[config.mk]
export PLATFORM = sky130hd
export DESIGN_NAME = ex_issue_stage
export DESIGN_NICKNAME = d
export VERILOG_FILES = /design/src/rtl/ex_issue_stage.sv
export SDC_FILE = /design/constraint.sdc
export NUM_CORES = 1
export LEC_CHECK = 0
export ABC_AREA = 1
export CAP_MARGIN = 20
export CORE_AREA = 3 3 186 188
export CTS_CLUSTER_DIAMETER = 50
export DETAILED_ROUTE_END_ITERATION = 8
export DIE_AREA = 0 0 189 191
export HOLD_SLACK_MARGIN = 0.1
export PLACE_DENSITY = 0.68
export SYNTH_ARGS = -nofsm -noshare
export SYNTH_HDL_FRONTEND = slang
export SYNTH_SLANG_ARGS = --single-unit
[constraint.sdc]
create_clock -name clk -period 1.8 [get_ports clk]
set_input_delay 0.36 -clock clk [delete_from_list [all_inputs] [get_ports clk]]
set_output_delay 0.36 -clock clk [all_outputs]
set_load 0.02 [all_outputs]
[src/rtl/ex_issue_stage.sv]
// Two-stage execute issue: S1 decodes and registers ALU operands, holding mul/div ops for a
// fixed count; S2 captures the external ALU result under a valid/ready handshake.
module ex_issue_stage #(
   parameter int unsigned MULDIV_CYCLES = 4
) (
   input  logic        clk,
   input  logic        rst,
   input  logic        in_valid,
   output logic        in_ready,
   input  logic [1:0]  alu_op,
   input  logic [2:0]  funct3,
   input  logic        funct7_30,
   input  logic [63:0] rs1_data,
   input  logic [63:0] rs2_data,
   input  logic [63:0] imm,
   input  logic        alu_src,
   input  logic [4:0]  rd,
   output logic [63:0] alu_a,
   output logic [63:0] alu_b,
   output logic [3:0]  alu_sel,
   input  logic [63:0] alu_out,
   input  logic        alu_z,
   output logic        out_valid,
   input  logic        out_ready,
   output logic [63:0] out_result,
   output logic        out_zero,
   output logic [4:0]  out_rd,
   output logic        out_divz,
   output logic        out_illegal
);

   localparam logic [3:0] SelAdd  = 4'b0000;
   localparam logic [3:0] SelSub  = 4'b0001;
   localparam logic [3:0] SelMul  = 4'b0010;
   localparam logic [3:0] SelDiv  = 4'b0011;
   localparam logic [3:0] SelSll  = 4'b0100;
   localparam logic [3:0] SelSrl  = 4'b0101;
   localparam logic [3:0] SelAnd  = 4'b1000;
   localparam logic [3:0] SelOr   = 4'b1001;
   localparam logic [3:0] SelXor  = 4'b1010;
   localparam logic [3:0] SelSlt  = 4'b1110;
   localparam logic [3:0] SelSltu = 4'b1111;
   localparam logic [3:0] HoldLoad = 4'(MULDIV_CYCLES - 1);

   logic [3:0]  dec_sel;
   logic        dec_illegal;
   logic [63:0] operand_b;
   logic        accept;
   logic        s1_advance;

   logic        s1_valid_q;
   logic [3:0]  hold_cnt_q;
   logic [63:0] alu_a_q, alu_b_q;
   logic [3:0]  alu_sel_q;
   logic [4:0]  s1_rd_q;
   logic        s1_illegal_q, s1_divz_q;
   logic        out_valid_q, out_zero_q, out_divz_q, out_illegal_q;
   logic [63:0] out_result_q;
   logic [4:0]  out_rd_q;

   always_comb begin
      dec_sel     = SelAdd;
      dec_illegal = 1'b0;
      unique case (alu_op)
         2'b00: dec_sel = SelAdd;
         2'b01: dec_sel = SelSub;
         2'b10: begin
            case (funct3)
               3'b000:  dec_sel = funct7_30 ? SelSub : SelAdd;
               3'b111:  dec_sel = SelAnd;
               3'b110:  dec_sel = SelOr;
               3'b100:  dec_sel = SelXor;
               3'b001:  dec_sel = SelSll;
               3'b101:  dec_sel = SelSrl;
               3'b010:  dec_sel = SelSlt;
               default: dec_sel = SelSltu;
            endcase
         end
         2'b11: begin
            case (funct3)
               3'b000:  dec_sel = SelMul;
               3'b100:  dec_sel = SelDiv;
               default: dec_illegal = 1'b1;
            endcase
         end
      endcase
   end

   assign operand_b  = alu_src ? imm : rs2_data;
   assign s1_advance = s1_valid_q && (hold_cnt_q == 4'd0) && (!out_valid_q || out_ready);
   assign in_ready   = !s1_valid_q || s1_advance;
   assign accept     = in_valid && in_ready;

   // A new op may enter S1 in the same cycle the previous one advances to S2.
   always_ff @(posedge clk) begin
      if (rst) begin
         s1_valid_q   <= 1'b0;
         hold_cnt_q   <= 4'd0;
         alu_a_q      <= '0;
         alu_b_q      <= '0;
         alu_sel_q    <= SelAdd;
         s1_rd_q      <= '0;
         s1_illegal_q <= 1'b0;
         s1_divz_q    <= 1'b0;
      end else if (accept) begin
         s1_valid_q   <= 1'b1;
         alu_a_q      <= rs1_data;
         alu_b_q      <= operand_b;
         alu_sel_q    <= dec_sel;
         s1_rd_q      <= rd;
         s1_illegal_q <= dec_illegal;
         s1_divz_q    <= (dec_sel == SelDiv) && (operand_b == 64'd0);
         hold_cnt_q   <= ((dec_sel == SelMul) || (dec_sel == SelDiv)) ? HoldLoad : 4'd0;
      end else begin
         if (s1_advance) s1_valid_q <= 1'b0;
         if (hold_cnt_q != 4'd0) hold_cnt_q <= hold_cnt_q - 4'd1;
      end
   end

   always_ff @(posedge clk) begin
      if (rst) begin
         out_valid_q   <= 1'b0;
         out_result_q  <= '0;
         out_zero_q    <= 1'b0;
         out_rd_q      <= '0;
         out_divz_q    <= 1'b0;
         out_illegal_q <= 1'b0;
      end else if (s1_advance) begin
         out_valid_q   <= 1'b1;
         // Divide by zero ignores whatever the ALU produced.
         out_result_q  <= s1_divz_q ? '1 : alu_out;
         out_zero_q    <= s1_divz_q ? 1'b0 : alu_z;
         out_rd_q      <= s1_rd_q;
         out_divz_q    <= s1_divz_q;
         out_illegal_q <= s1_illegal_q;
      end else if (out_ready) begin
         out_valid_q   <= 1'b0;
      end
   end

   assign alu_a       = alu_a_q;
   assign alu_b       = alu_b_q;
   assign alu_sel     = alu_sel_q;
   assign out_valid   = out_valid_q;
   assign out_result  = out_result_q;
   assign out_zero    = out_zero_q;
   assign out_rd      = out_rd_q;
   assign out_divz    = out_divz_q;
   assign out_illegal = out_illegal_q;

endmodule

# == After elaboration in Yosys (flattened, before gate mapping) ==
# Cells that the tools add are included.
# word_totals
elab_cells,60
inputBits,273
ff_bits,217
out_inout_bits,206
# classes
n_addsub,1
reduce_logical,18
n_eq_ne,11
muxes,16
# op_table
operator,count
$mux W64,2
$logic_not A64 Y1,1
$pmux W4 S7,1
$pmux W4 S4,1
$eq A3 B3 Y1 const B,4
$eq A4 B2 Y1 const B,2
$mux W1,8
$mux W4,2
$reduce_bool A2 Y1,3
$eq A2 B2 Y1 const B,2
$logic_and A1 B1 Y1,4
$logic_not A4 Y1,1
$pmux W2 S2,1
$reduce_bool A4 Y1,1
$sub A4 B1 Y4 const B,1
$eq A3 B1 Y1 const B,1
$eq A3 B2 Y1 const B,1
$logic_not A3 Y1,1
$logic_or A1 B1 Y1,3
$eq A2 B1 Y1 const B,1
$logic_not A1 Y1,2
$logic_not A2 Y1,1
$mux W2,1
$reduce_or A2 Y1,1

# == Depth between registers and ports, before layout ==
# Gate-level depths: netlist (run 1).
# logic_depth
depth_word,7
ltp_mapped,11
mapped_depth_nobuf,10

# == Least setup slack after synthesis (run 1) ==
# No wires, ideal clock.
# synth_timing
path_kind,register to register
from,register hold_cnt_q[0]
to,"register alu_b_q[25], in the netlist alu_b[25]"
stages_incl_launch_ff,10
slack_ps,199
required_time_ps,1684
arrival_time_ps,1485
setup_ps,116
period_less_slack_ps,1601
path_buffers,2
path_cell_list,dfxtp_1 inv_1 ha_1 nand2_1 o21ai_4 nand2_4 buf_2 buf_2 o21ai_0 nor2_1
# synth_via
elab_chain_len,5
# synth_lines
element,line_no,source
start: declaration,52,logic [3:0] hold_cnt_q;
start signal: assignment,113,hold_cnt_q <= ((dec_sel == SelMul) || (dec_sel == SelDiv)) ? HoldLoad : 4'd0;
start signal: assignment,116,if (hold_cnt_q != 4'd0) hold_cnt_q <= hold_cnt_q - 4'd1;
$logic_not A4 Y1,90,assign s1_advance = s1_valid_q && (hold_cnt_q == 4'd0) && (!out_valid_q || out_ready);
$logic_and A1 B1 Y1 (2 in series),90,
$logic_or A1 B1 Y1,91,assign in_ready = !s1_valid_q || s1_advance;
named net in_ready,9,"output logic in_ready,"
$logic_and A1 B1 Y1,92,assign accept = in_valid && in_ready;
end signal: assignment,108,alu_b_q <= operand_b;
end: declaration,53,"logic [63:0] alu_a_q, alu_b_q;"
# The timed path passes the listed nets, and every way through them passes these cells.
# A chain may end at the register's enable or synchronous reset.

# == Final worst setup path (run 1) ==
# layout_timing
from,register hold_cnt_q[1]
to,output port in_ready
# layout_via
elab_chain_len,4
# layout_lines
element,line_no
$logic_not A4 Y1,90
$logic_and A1 B1 Y1 (2 in series),90
$logic_or A1 B1 Y1,91
end: declaration,9
# No other way between the ends.

==> results by group, run 1 <==
Run status
  – Result of the run: finished with violations
  – Violations in the final reports: negative setup slack

Synth
  – Unique masters post-synth: 27
  – Synth area leader: sky130_fd_sc_hd__dfxtp_1
  – Fraction of the yosys area taken by sequential cells: 49.46%
  – Ys flop type: sky130_fd_sc_hd__dfxtp_1
  – Cell count after synthesis: 1,253
  – Share of the synthesized area in the top cell type: 49.46%
  – Count of flip-flops with a built-in enable after synthesis: 0
  – Ys async rst share: 0%
  – Mapped Nets: 1,528
  – Synth top area cells: sky130_fd_sc_hd__dfxtp_1 49%, sky130_fd_sc_hd__nor2_1 17%, sky130_fd_sc_hd__nand2_1 10%
  – Flops & latches, synth: 217
  – Synthesized area divided by synthesized cell count: 7.010 um^2
  – Post-synthesis instance area: 8783 um^2
  – Number of warnings reported in the yosys synthesis log: 0

STA
  – Max transition margin: 57.30%
  – Total negative setup slack: -0.05999 ns
  – Post-route clock period utilization: 102.7%
  – Least-Margin Pin Slew: 0.6405 ns
  – Max-slew violation total from the final report: 0
  – Unrepaired setup endpoints after global routing: true
  – Maximum operating frequency: 540.9 MHz
  – Hold Vio Cnt, Final: 0
  – Tmin final: 1.849 ns
  – Minimum setup slack in the final design: -0.04875 ns
  – Skew final: 0.009302 ns
  – Number of endpoints failing setup at the final stage: 2

Global route
  – Remaining Overflow, GRT: 0
  – Largest net degree at the start of global routing: 53
  – All-Layer GR Usage: 17.71%
  – First-pass GRT wire length: 51.90 mm
  – Antenna violations before repair: 1
  – Number of global-route vias before repair: 9,803

CTS
  – Maximum number of buffers from clock root to sink: 3
  – Sink Count: 217
  – Total number of H-tree levels: 1
  – CTS clk-pin slew, worst paths: 0.06 ns
  – CTS tree: done
  – Clock Latency Late Sink: 0.53 ns
  – Inserted Clock Buffers: 28
  – Hold Buf Count CTS: 0
  – Root cell of the clock tree: sky130_fd_sc_hd__clkbuf_16

Worst setup path
  – Maximum fanout along the worst path: 2
  – Nature of the critical path endpoint: primary output
  – Classification of the worst setup path: register to primary output
  – Setup crit start kind: register
  – Data required time at the worst endpoint: 1.44 ns
  – Reg-to-reg startpoint: hold_cnt_q[1]
  – Start point of the critical path: hold_cnt_q[1]
  – Critical path data arrival time: 1.49 ns

Power
  – Net switching power: 5.937 mW
  – Relative contribution of the clock network to total power: 30.8%
  – Relative contribution of combinational cells to total power: 34.5%
  – Total power per unit cell area: 1098 nW/um^2
  – Leakage: 7.508 nW
  – Share of total power in sequential cells: 34.6%
  – Final Power: 17.57 mW
  – Switch share: 33.79%
  – Internal power: 11.63 mW
  – VDD IR-drop max: 0.6027 mV

Routing
  – DRC marker count from the first detailed-route iteration: 325
  – Vias after detailed routing: 10,150
  – First-pass iteration count of the detailed router: 5
  – Final wirelength: 35.58 mm
  – Number of remaining DRC errors: 0
  – Post-detailed-route via-to-cell ratio: 4.494
  – WL/cell: 15.75 um
  – Number of nets with antenna violations after routing: 0

Die
  – Floorplan die height: 191 um
  – Starting density of the core: 26.39%
  – Count of boundary I/O pins: 479
  – Core region area: 33,280 um^2
  – Num rows: 67
  – Die X-Extent: 189 um
  – Area of the die: 36,100 um^2

Final layout
  – Fill count: 3,283
  – Commonest cells after routing, fill and taps aside: 348 x sky130_fd_sc_hd__nor2_1, 271 x sky130_fd_sc_hd__clkdlybuf4s50_1, 232 x sky130_fd_sc_hd__nand2_1
  – Layout overhead on the synthesized area: 82.14%
  – Fraction of final layout cells with drive strength greater than 1: 13.15%
  – Net count of the finished layout: 2,068
  – Most common cell after layout, fill and taps aside: sky130_fd_sc_hd__nor2_1

Worst hold path
  – Type of the tightest min-delay check: primary input to register
  – Worst hold start: rd[4]

Placement
  – Total half-perimeter wirelength after legalization and detailed placement: 26.31 mm
  – Final estimated routing congestion in global placement: 0.8411
  – Port Buffers: 478

Run
  – Max-cap viol count: 0
state kept, by name, summed over array words and instances (netlist names):
register and flops:
alu_sel 4, s1_valid_q 1, s1_divz_q 1, hold_cnt_q 4, out_zero 1, out_divz 1, out_rd 5, out_valid 1
alu_b 64, out_illegal 1, s1_illegal_q 1, alu_a 64, s1_rd_q 5, out_result 64
critical path: stages, from the launching register on:
cell	delay (ns)
sky130_fd_sc_hd__dfxtp_2	0.32
sky130_fd_sc_hd__inv_2	0.07
sky130_fd_sc_hd__ha_4	0.15
sky130_fd_sc_hd__nand2_4	0.06
sky130_fd_sc_hd__o21ai_4	0.20
sky130_fd_sc_hd__buf_6	0.15
synth_stat cells (2+ instances only):
master,number
sky130_fd_sc_hd__a21oi_1,10
sky130_fd_sc_hd__inv_1,12
sky130_fd_sc_hd__nor3_1,67
sky130_fd_sc_hd__buf_2,26
sky130_fd_sc_hd__o21ai_0,133
sky130_fd_sc_hd__nand3_1,6
sky130_fd_sc_hd__nor2_1,396
sky130_fd_sc_hd__buf_4,2
sky130_fd_sc_hd__inv_2,4
sky130_fd_sc_hd__clkbuf_2,3
sky130_fd_sc_hd__clkbuf_1,46
sky130_fd_sc_hd__buf_6,10
sky130_fd_sc_hd__o21ai_1,75
sky130_fd_sc_hd__ha_1,2
sky130_fd_sc_hd__nand2_1,233
sky130_fd_sc_hd__dfxtp_1,217
worst paths after layout:
path / depth (start not counted) / slack (ns) / endpoint
setup / recovery: 5 / -0.05 / in_ready
hold / removal: 3 / 0.42 / s1_rd_q[4]
hold reg to reg: 2 / 0.46 / alu_a[5]
setup reg to reg: 12 / -0.01 / alu_b[28]
timing repair:
| item | in CTS | in global routing |
|---|---|---|
| pin swaps | 4 | 48 |
| cloned | 0 | 12 |
| setup buffers | 4 | 2 |
| setup endpoints to repair | 207 | 112 |
| resized for setup | 230 | 108 |
metal layers:
metal  wire [um]  vias to the layer above  share of wire, %  GRT usage, %
li1            -                     5110                 -             -
met5           0                        -                 0             0
met3        3064                       70               8.6         5.263
met1       13970                     4563                39         20.29
met4        1295                        0               3.6         6.416
met2       17250                      410                48         31.28
cells by family after synthesis:
family	count (synthesis)	synth area share [%]
compound gates	224	13.05
flops	217	49.46
simple gates	705	31.31
fa+ha+maj	2	0.2849
buf+inv	104	5.798
xor+xnor	1	0.09973
area by class of cell:
type	instances	area (um^2)	share of cell area [%]
Antenna cell	1	2.502	0.01564
Clock buffer	37	805.8	5.037
Clock inverter	10	100.1	0.6257
Inverter	16	75.07	0.4693
Multi-Input combinational cell	932	4188	26.18
Sequential cell	217	4348	27.18
Tap cell	448	560.5	3.504
Timing Repair Buffer	598	5918	36.99
power by group through the flow:
stage	clock [mW]	sequential, mW	combinational, mW
finish	5.42	6.08	6.07
global route	5.80	6.18	6.57
CTS	5.56	6.04	5.65
detailed placement	0	6.16	6.06
global placement	0	6.13	5.99
floorplan	0	7.11	1.89
metrics by stage:
stage          util (%)  instance area [um^2]  std cells  hold slack [ns]  setup slack (ns)
6_report          48.07                 16000       2259           0.4198          -0.04875
5_1_grt           48.07                 16000       2259           0.4156          -0.09746
4_1_cts           46.46                 15460       2244           0.3987           -0.1350
3_5_place_dp      44.17                 14700       2193           0.4667           -0.5448
3_3_place_gp      44.17                 14700       2193           0.4605           -0.5114
2_1_floorplan         -                  8783       1253           0.4372            0.1990
Note: power is estimated with default switching activity, not from simulation.
==> run 2: changes to the inputs <==
Settings changed: TNS_END_PERCENT from default to 5.
==> run 2 against run 1 <==
Compared with the run above: the flow still finishes with violations (negative setup slack); clock skew about the same; design area fell by 2.2%; count of clock-buffer cells in the layout unchanged; die area is the same; setup slack better by 0.012 ns; wire length is 2.2% lower.
==> results by group, run 2 (synthesis gave the netlist of run 1 again) <==
Run status
  – Result of the run: finished with violations
  – Violations in the final reports: negative setup slack

STA
  – Unrepaired setup endpoints after global routing: true
  – Worst-case hold slack: 0.4189 ns
  – Maximum operating frequency: 544.6 MHz
  – Max-slew violation total from the final report: 0
  – Least-Margin Pin Slew: 0.6485 ns
  – Hold Vio Cnt, Final: 0
  – Number of endpoints failing setup at the final stage: 1
  – Minimum setup slack in the final design: -0.03632 ns
  – Post-route clock period utilization: 102.0%
  – Tmin final: 1.836 ns
  – Max transition margin: 56.76%
  – Skew final: 0.009042 ns

Routing
  – WL/cell: 15.46 um
  – Routed length on met3: 2.911 mm
  – Post-Route M1 WL: 13.96 mm
  – DRC marker count from the first detailed-route iteration: 351
  – Post-detailed-route via-to-cell ratio: 4.478
  – Final wirelength: 34.79 mm
  – Vias after detailed routing: 10,080
  – Uppermost layer routed: met4
  – Metal2 WL: 16.75 mm
  – Number of remaining DRC errors: 0
  – First-pass iteration count of the detailed router: 4
  – Number of nets with antenna violations after routing: 0

Worst setup path
  – Maximum fanout along the worst path: 2
  – Endpoint of the worst-slack reg-to-reg timing path: alu_a[4]
  – Crit-path slowest cell: sky130_fd_sc_hd__dfxtp_2
  – Reg-to-reg startpoint: hold_cnt_q[1]
  – Classification of the worst setup path: register to primary output
  – Setup crit start kind: register
  – Worst R2R Path Depth: 12
  – Data required time at the worst endpoint: 1.44 ns
  – Worst setup slack for register-to-register paths: 0.01 ns
  – Critical path data arrival time: 1.48 ns
  – Largest incremental delay on the critical path: 0.32 ns
  – Nature of the critical path endpoint: primary output
  – Ordered cell list for the critical path: inv_2, ha_4, nand2_4, o21ai_4, buf_6

CTS
  – Maximum number of buffers from clock root to sink: 3
  – Root cell of the clock tree: sky130_fd_sc_hd__clkbuf_16
  – CTS tree: done
  – Inserted Clock Buffers: 28
  – Clock Latency Late Sink: 0.53 ns
  – CTS clk-pin slew, worst paths: 0.06 ns
  – Total number of H-tree levels: 1
  – Sink Count: 217
  – Hold Buf Count CTS: 0

Run
  – Max-cap viol count: 0

Placement
  – Dpl cell area: 14,700 um^2
  – Port Buffers: 478
  – Total half-perimeter wirelength after legalization and detailed placement: 26.31 mm
  – Final estimated routing congestion in global placement: 0.8411
  – Cell Count Post-Placement: 2,193

Global route
  – Number of global-route vias before repair: 9,803
  – Remaining Overflow, GRT: 0
  – Largest net degree at the start of global routing: 53
  – All-Layer GR Usage: 17.71%
  – Antenna violations before repair: 1
  – First-pass GRT wire length: 51.90 mm

Power
  – Internal power: 11.46 mW
  – Total power per unit cell area: 1102 nW/um^2
  – Switch share: 33.59%
  – VDD IR-drop max: 0.6017 mV
  – Relative contribution of combinational cells to total power: 33.5%
  – Relative contribution of the clock network to total power: 31.4%
  – Final Power: 17.25 mW
  – Net switching power: 5.795 mW
  – Share of total power in sequential cells: 35.0%
  – Leakage: 7.390 nW

Final layout
  – Final cell area excluding filler cells: 15,650 um^2
  – Layout Cells excl Fill: 2,250
  – Fraction of final layout cells with drive strength greater than 1: 10.16%
  – Net count of the finished layout: 2,059
  – Layout overhead on the synthesized area: 78.19%
  – Most common cell after layout, fill and taps aside: sky130_fd_sc_hd__nor2_1
  – Fill count: 3,334
  – Commonest cells after routing, fill and taps aside: 391 x sky130_fd_sc_hd__nor2_1, 271 x sky130_fd_sc_hd__clkdlybuf4s50_1, 232 x sky130_fd_sc_hd__nand2_1

Worst hold path
  – Worst hold start: rd[4]
  – Hold endpoint: s1_rd_q[4]
  – Type of the tightest min-delay check: primary input to register
  – Number of instances on the worst hold path: 3

Die
  – Count of boundary I/O pins: 479
  – Floorplan die height: 191 um
  – Core region area: 33,280 um^2
  – Area of the die: 36,100 um^2
  – Num rows: 67
  – Die X-Extent: 189 um
  – Starting density of the core: 26.39%
==> run 2: changes by cell type in the layout (fill, tap and decap cells not counted), moves of 2 or more <==
cell	previous run	this run
sky130_fd_sc_hd__nor2_1	348	391
sky130_fd_sc_hd__nor2_2	39	6
sky130_fd_sc_hd__o21ai_0	103	116
sky130_fd_sc_hd__o21ai_1	103	91
sky130_fd_sc_hd__nor2_4	10	0
sky130_fd_sc_hd__clkbuf_16	39	34
sky130_fd_sc_hd__buf_6	10	8
sky130_fd_sc_hd__buf_8	2	0
==> run 2: layer usage <==
layer  vias to the layer above  global-route usage [%]
met3                        64                   5.263
met2                       377                   31.28
met4                         0                   6.416
li1                       5088                       -
met1                      4547                   20.29
met5                         -                       0
==> run 2: power by group through the flow <==
stage               registers (mW)  clock network (mW)  logic (mW)
CTS                           6.04                5.56        5.65
global placement              6.13                   0        5.99
global route                  6.15                5.80        6.29
floorplan                     7.11                   0        1.89
detailed placement            6.16                   0        6.06
finish                        6.04                5.42        5.79
==> run 2: what timing repair did <==
item / CTS / global route
cloned: 0 / 5
setup endpoints to repair: 207 / 112
resized for setup: 230 / 34
pin swaps: 4 / 75
setup buffers: 4 / 0
==> run 2: worst max-delay path by stage <==
stage / startpoint / to / slack [ns] / cells past startpoint
5_1_grt: hold_cnt_q[1] / in_ready / -0.09 / 5
6_report: hold_cnt_q[1] / in_ready / -0.04 / 5
3_5_place_dp: out_ready / s1_divz_q / -0.54 / 9
4_1_cts: hold_cnt_q[1] / in_ready / -0.14 / 5
3_3_place_gp: out_ready / s1_divz_q / -0.51 / 9
2_1_floorplan: hold_cnt_q[0] / alu_b[25] / 0.20 / 9
==> run 2: metrics by stage <==
stage	TNS (ns)	util [%]	setup WS (ns)
final	-0.03632	47.03	-0.03632
after detailed placement	-28.49	44.17	-0.5448
after CTS	-0.1428	46.46	-0.1350
after global placement	-25.10	44.17	-0.5114
after global routing	-2.786	47.03	-0.09008
after floorplan	0	-	0.1990
==> run 2: layout make-up <==
type	count	area (um^2)	area share (%)
timing repair buffer	589	5738	36.66
sequential	217	4348	27.78
multi-input combinational	932	4021	25.69
clock buffer	37	805.8	5.148
tap	448	560.5	3.581
clock inverter	10	100.1	0.6395
inverter	16	75.07	0.4797
antenna	1	2.502	0.01599
==> run 2: critical path, delay by kind of cell, from the launching register on <==
family	cells	cell delay [ns]
DFF	1	0.32
adders and majority gates	1	0.14
and+or+nand+nor	1	0.06
buffers and inverters	2	0.22
AOI/OAI and AO/OA	1	0.20
==> run 3: changes to the inputs <==
Settings changed: DONT_BUFFER_PORTS from default to 1, GPL_TIMING_DRIVEN from default to 0, PLACE_DENSITY 0.68 to 0.5.
Clock period 1.8 ns to 2.4 ns, I/O delays scaled along.
==> run 3 against run 2 <==
Compared with the run above: the flow now finishes without violations; die area unchanged; final cell count is 17% lower; non-clock buffer count decreased by 378; wire length increased by 1.9%; power shrank 32%; critical path type is now register to register; sequential power is 9.3% lower; clock skew up 0.0076 ns; design area fell by 26%; sequential share of layout area is 9.9 points higher; via count decreased by 13%.
==> results by group, run 3 (synthesis gave the netlist of run 1 again) <==
Run status
  – Result of the run: finished, final reports clean

Worst setup path
  – Classification of the worst setup path: register to register
  – Data required time at the worst endpoint: 2.82 ns
  – Setup crit start kind: register
  – Maximum fanout along the worst path: 10
  – Critical path data arrival time: 2.66 ns
  – Largest incremental delay on the critical path: 0.37 ns
  – Crit-path slowest cell: sky130_fd_sc_hd__o21ai_4
  – Largest delay contributor family on the critical path: compound AO/OA/AOI/OAI gates
  – Nature of the critical path endpoint: register
  – Start point of the critical path: hold_cnt_q[0]
  – Reg-to-reg startpoint: hold_cnt_q[0]
  – Count of buffering cells on the critical path with inverters included: 3
  – Ordered cell list for the critical path: inv_1, ha_1, nand2_1, o21ai_4, nand2_4, buf_2, clkbuf_2, o21ai_1, nor2_1

CTS
  – Post-CTS setup buffer count: 0
  – CTS clk-pin slew, worst paths: 0.06 ns
  – CTS tree: done
  – Maximum number of buffers from clock root to sink: 3
  – Clock Latency Late Sink: 0.55 ns
  – Inserted Clock Buffers: 29
  – Total number of H-tree levels: 1
  – Sink Count: 217
  – Root cell of the clock tree: sky130_fd_sc_hd__clkbuf_16

Routing
  – Number of remaining DRC errors: 0
  – Vias after detailed routing: 8,772
  – Final wirelength: 35.45 mm
  – Post-detailed-route via-to-cell ratio: 4.673
  – DRC marker count from the first detailed-route iteration: 286
  – WL/cell: 18.89 um
  – First-pass iteration count of the detailed router: 4
  – Number of nets with antenna violations after routing: 0

Worst hold path
  – Worst hold start: rs1_data[27]
  – Type of the tightest min-delay check: primary input to register

Die
  – Floorplan die height: 191 um
  – Count of boundary I/O pins: 479
  – Die X-Extent: 189 um
  – Num rows: 67
  – Core region area: 33,280 um^2
  – Starting density of the core: 26.39%
  – Area of the die: 36,100 um^2

Global route
  – Number of global-route vias before repair: 8,486
  – Largest net degree at the start of global routing: 15
  – Remaining Overflow, GRT: 0
  – All-Layer GR Usage: 18.47%
  – Antenna violations before repair: 3
  – First-pass GRT wire length: 51.86 mm

Placement
  – Final estimated routing congestion in global placement: 0.8239
  – Port Buffers: 0
  – Total half-perimeter wirelength after legalization and detailed placement: 27.16 mm

STA
  – Least-Margin Pin Slew: 0.9020 ns
  – Worst-case hold slack: 0.1303 ns
  – Skew final: 0.01668 ns
  – Post-route clock period utilization: 93.20%
  – Max transition margin: 39.87%
  – Hold Vio Cnt, Final: 0
  – Number of endpoints failing setup at the final stage: 0
  – Unrepaired setup endpoints after global routing: false
  – Max-slew violation total from the final report: 0
  – Tmin final: 2.237 ns
  – Maximum operating frequency: 447.0 MHz

Final layout
  – Net count of the finished layout: 1,682
  – Commonest cells after routing, fill and taps aside: 396 x sky130_fd_sc_hd__nor2_1, 233 x sky130_fd_sc_hd__nand2_1, 217 x sky130_fd_sc_hd__dfxtp_1
  – Most common cell after layout, fill and taps aside: sky130_fd_sc_hd__nor2_1
  – Layout overhead on the synthesized area: 31.28%
  – Fraction of final layout cells with drive strength greater than 1: 6.797%

Power
  – VDD IR-drop max: 0.5038 mV
  – Total power per unit cell area: 1019 nW/um^2
  – Leakage: 4.934 nW
  – Final Power: 11.75 mW

Run
  – Max-cap viol count: 0
==> run 3: worst paths after layout <==
check	endpoint	slack (ns)	depth (start not counted)
min reg2reg	s1_illegal_q	0.48	2
min	alu_a[27]	0.13	2
max	alu_b[42]	0.16	9
max reg2reg	alu_b[42]	0.16	9
==> run 3: power breakdown <==
part / total, mW / switching [mW] / internal (mW)
Sequential: 5.48 / 1.23 / 4.24
Clock: 4.20 / 1.68 / 2.52
Combinational: 2.07 / 1.31 / 0.755
==> run 3: area by class of cell <==
cell class / instances / area, um^2
fillers: 3594 / 21750
flip-flops and latches: 217 / 4344
multi-input cells: 932 / 3935
repair buffers: 123 / 1231
clock buffers: 38 / 819.5
well taps: 448 / 560.5
plain buffers: 88 / 449.2
clock inverters: 13 / 126.4
inverters: 16 / 60.06
diodes: 2 / 5.005
==> run 3: timing repair <==
| action | 4_1_cts | 5_1_grt |
|---|---|---|
| resized for setup | 1 | 0 |
| hold buffers | 123 | 0 |
| endpoints found under the setup margin | 1 | 0 |
| endpoints found under the hold margin | 123 | 0 |
==> run 3: stage by stage <==
| stage | worst slack, ns | cells | area, um^2 | setup TNS (ns) | utilization (%) |
|---|---|---|---|---|---|
| after floorplan | 0.7990 | 1253 | 8783 | 0 | - |
| after global placement | -0.1951 | 1701 | 9344 | -0.1951 | 28.08 |
| after detailed placement | -0.1688 | 1701 | 9344 | -1.086 | 28.08 |
| after CTS | 0.09680 | 1875 | 11530 | 0 | 34.63 |
| after global routing | 0.0003066 | 1876 | 11530 | 0 | 34.64 |
| final | 0.1631 | 1877 | 11530 | 0 | 34.65 |
==> run 3: routing by layer <==
metal	part of all wire (%)	global-route usage [%]	vias up
li1	-	-	4340
met1	39	21.14	3979
met2	49	32.70	401
met3	9.3	5.813	52
met4	2.7	6.044	0
met5	0	0	-
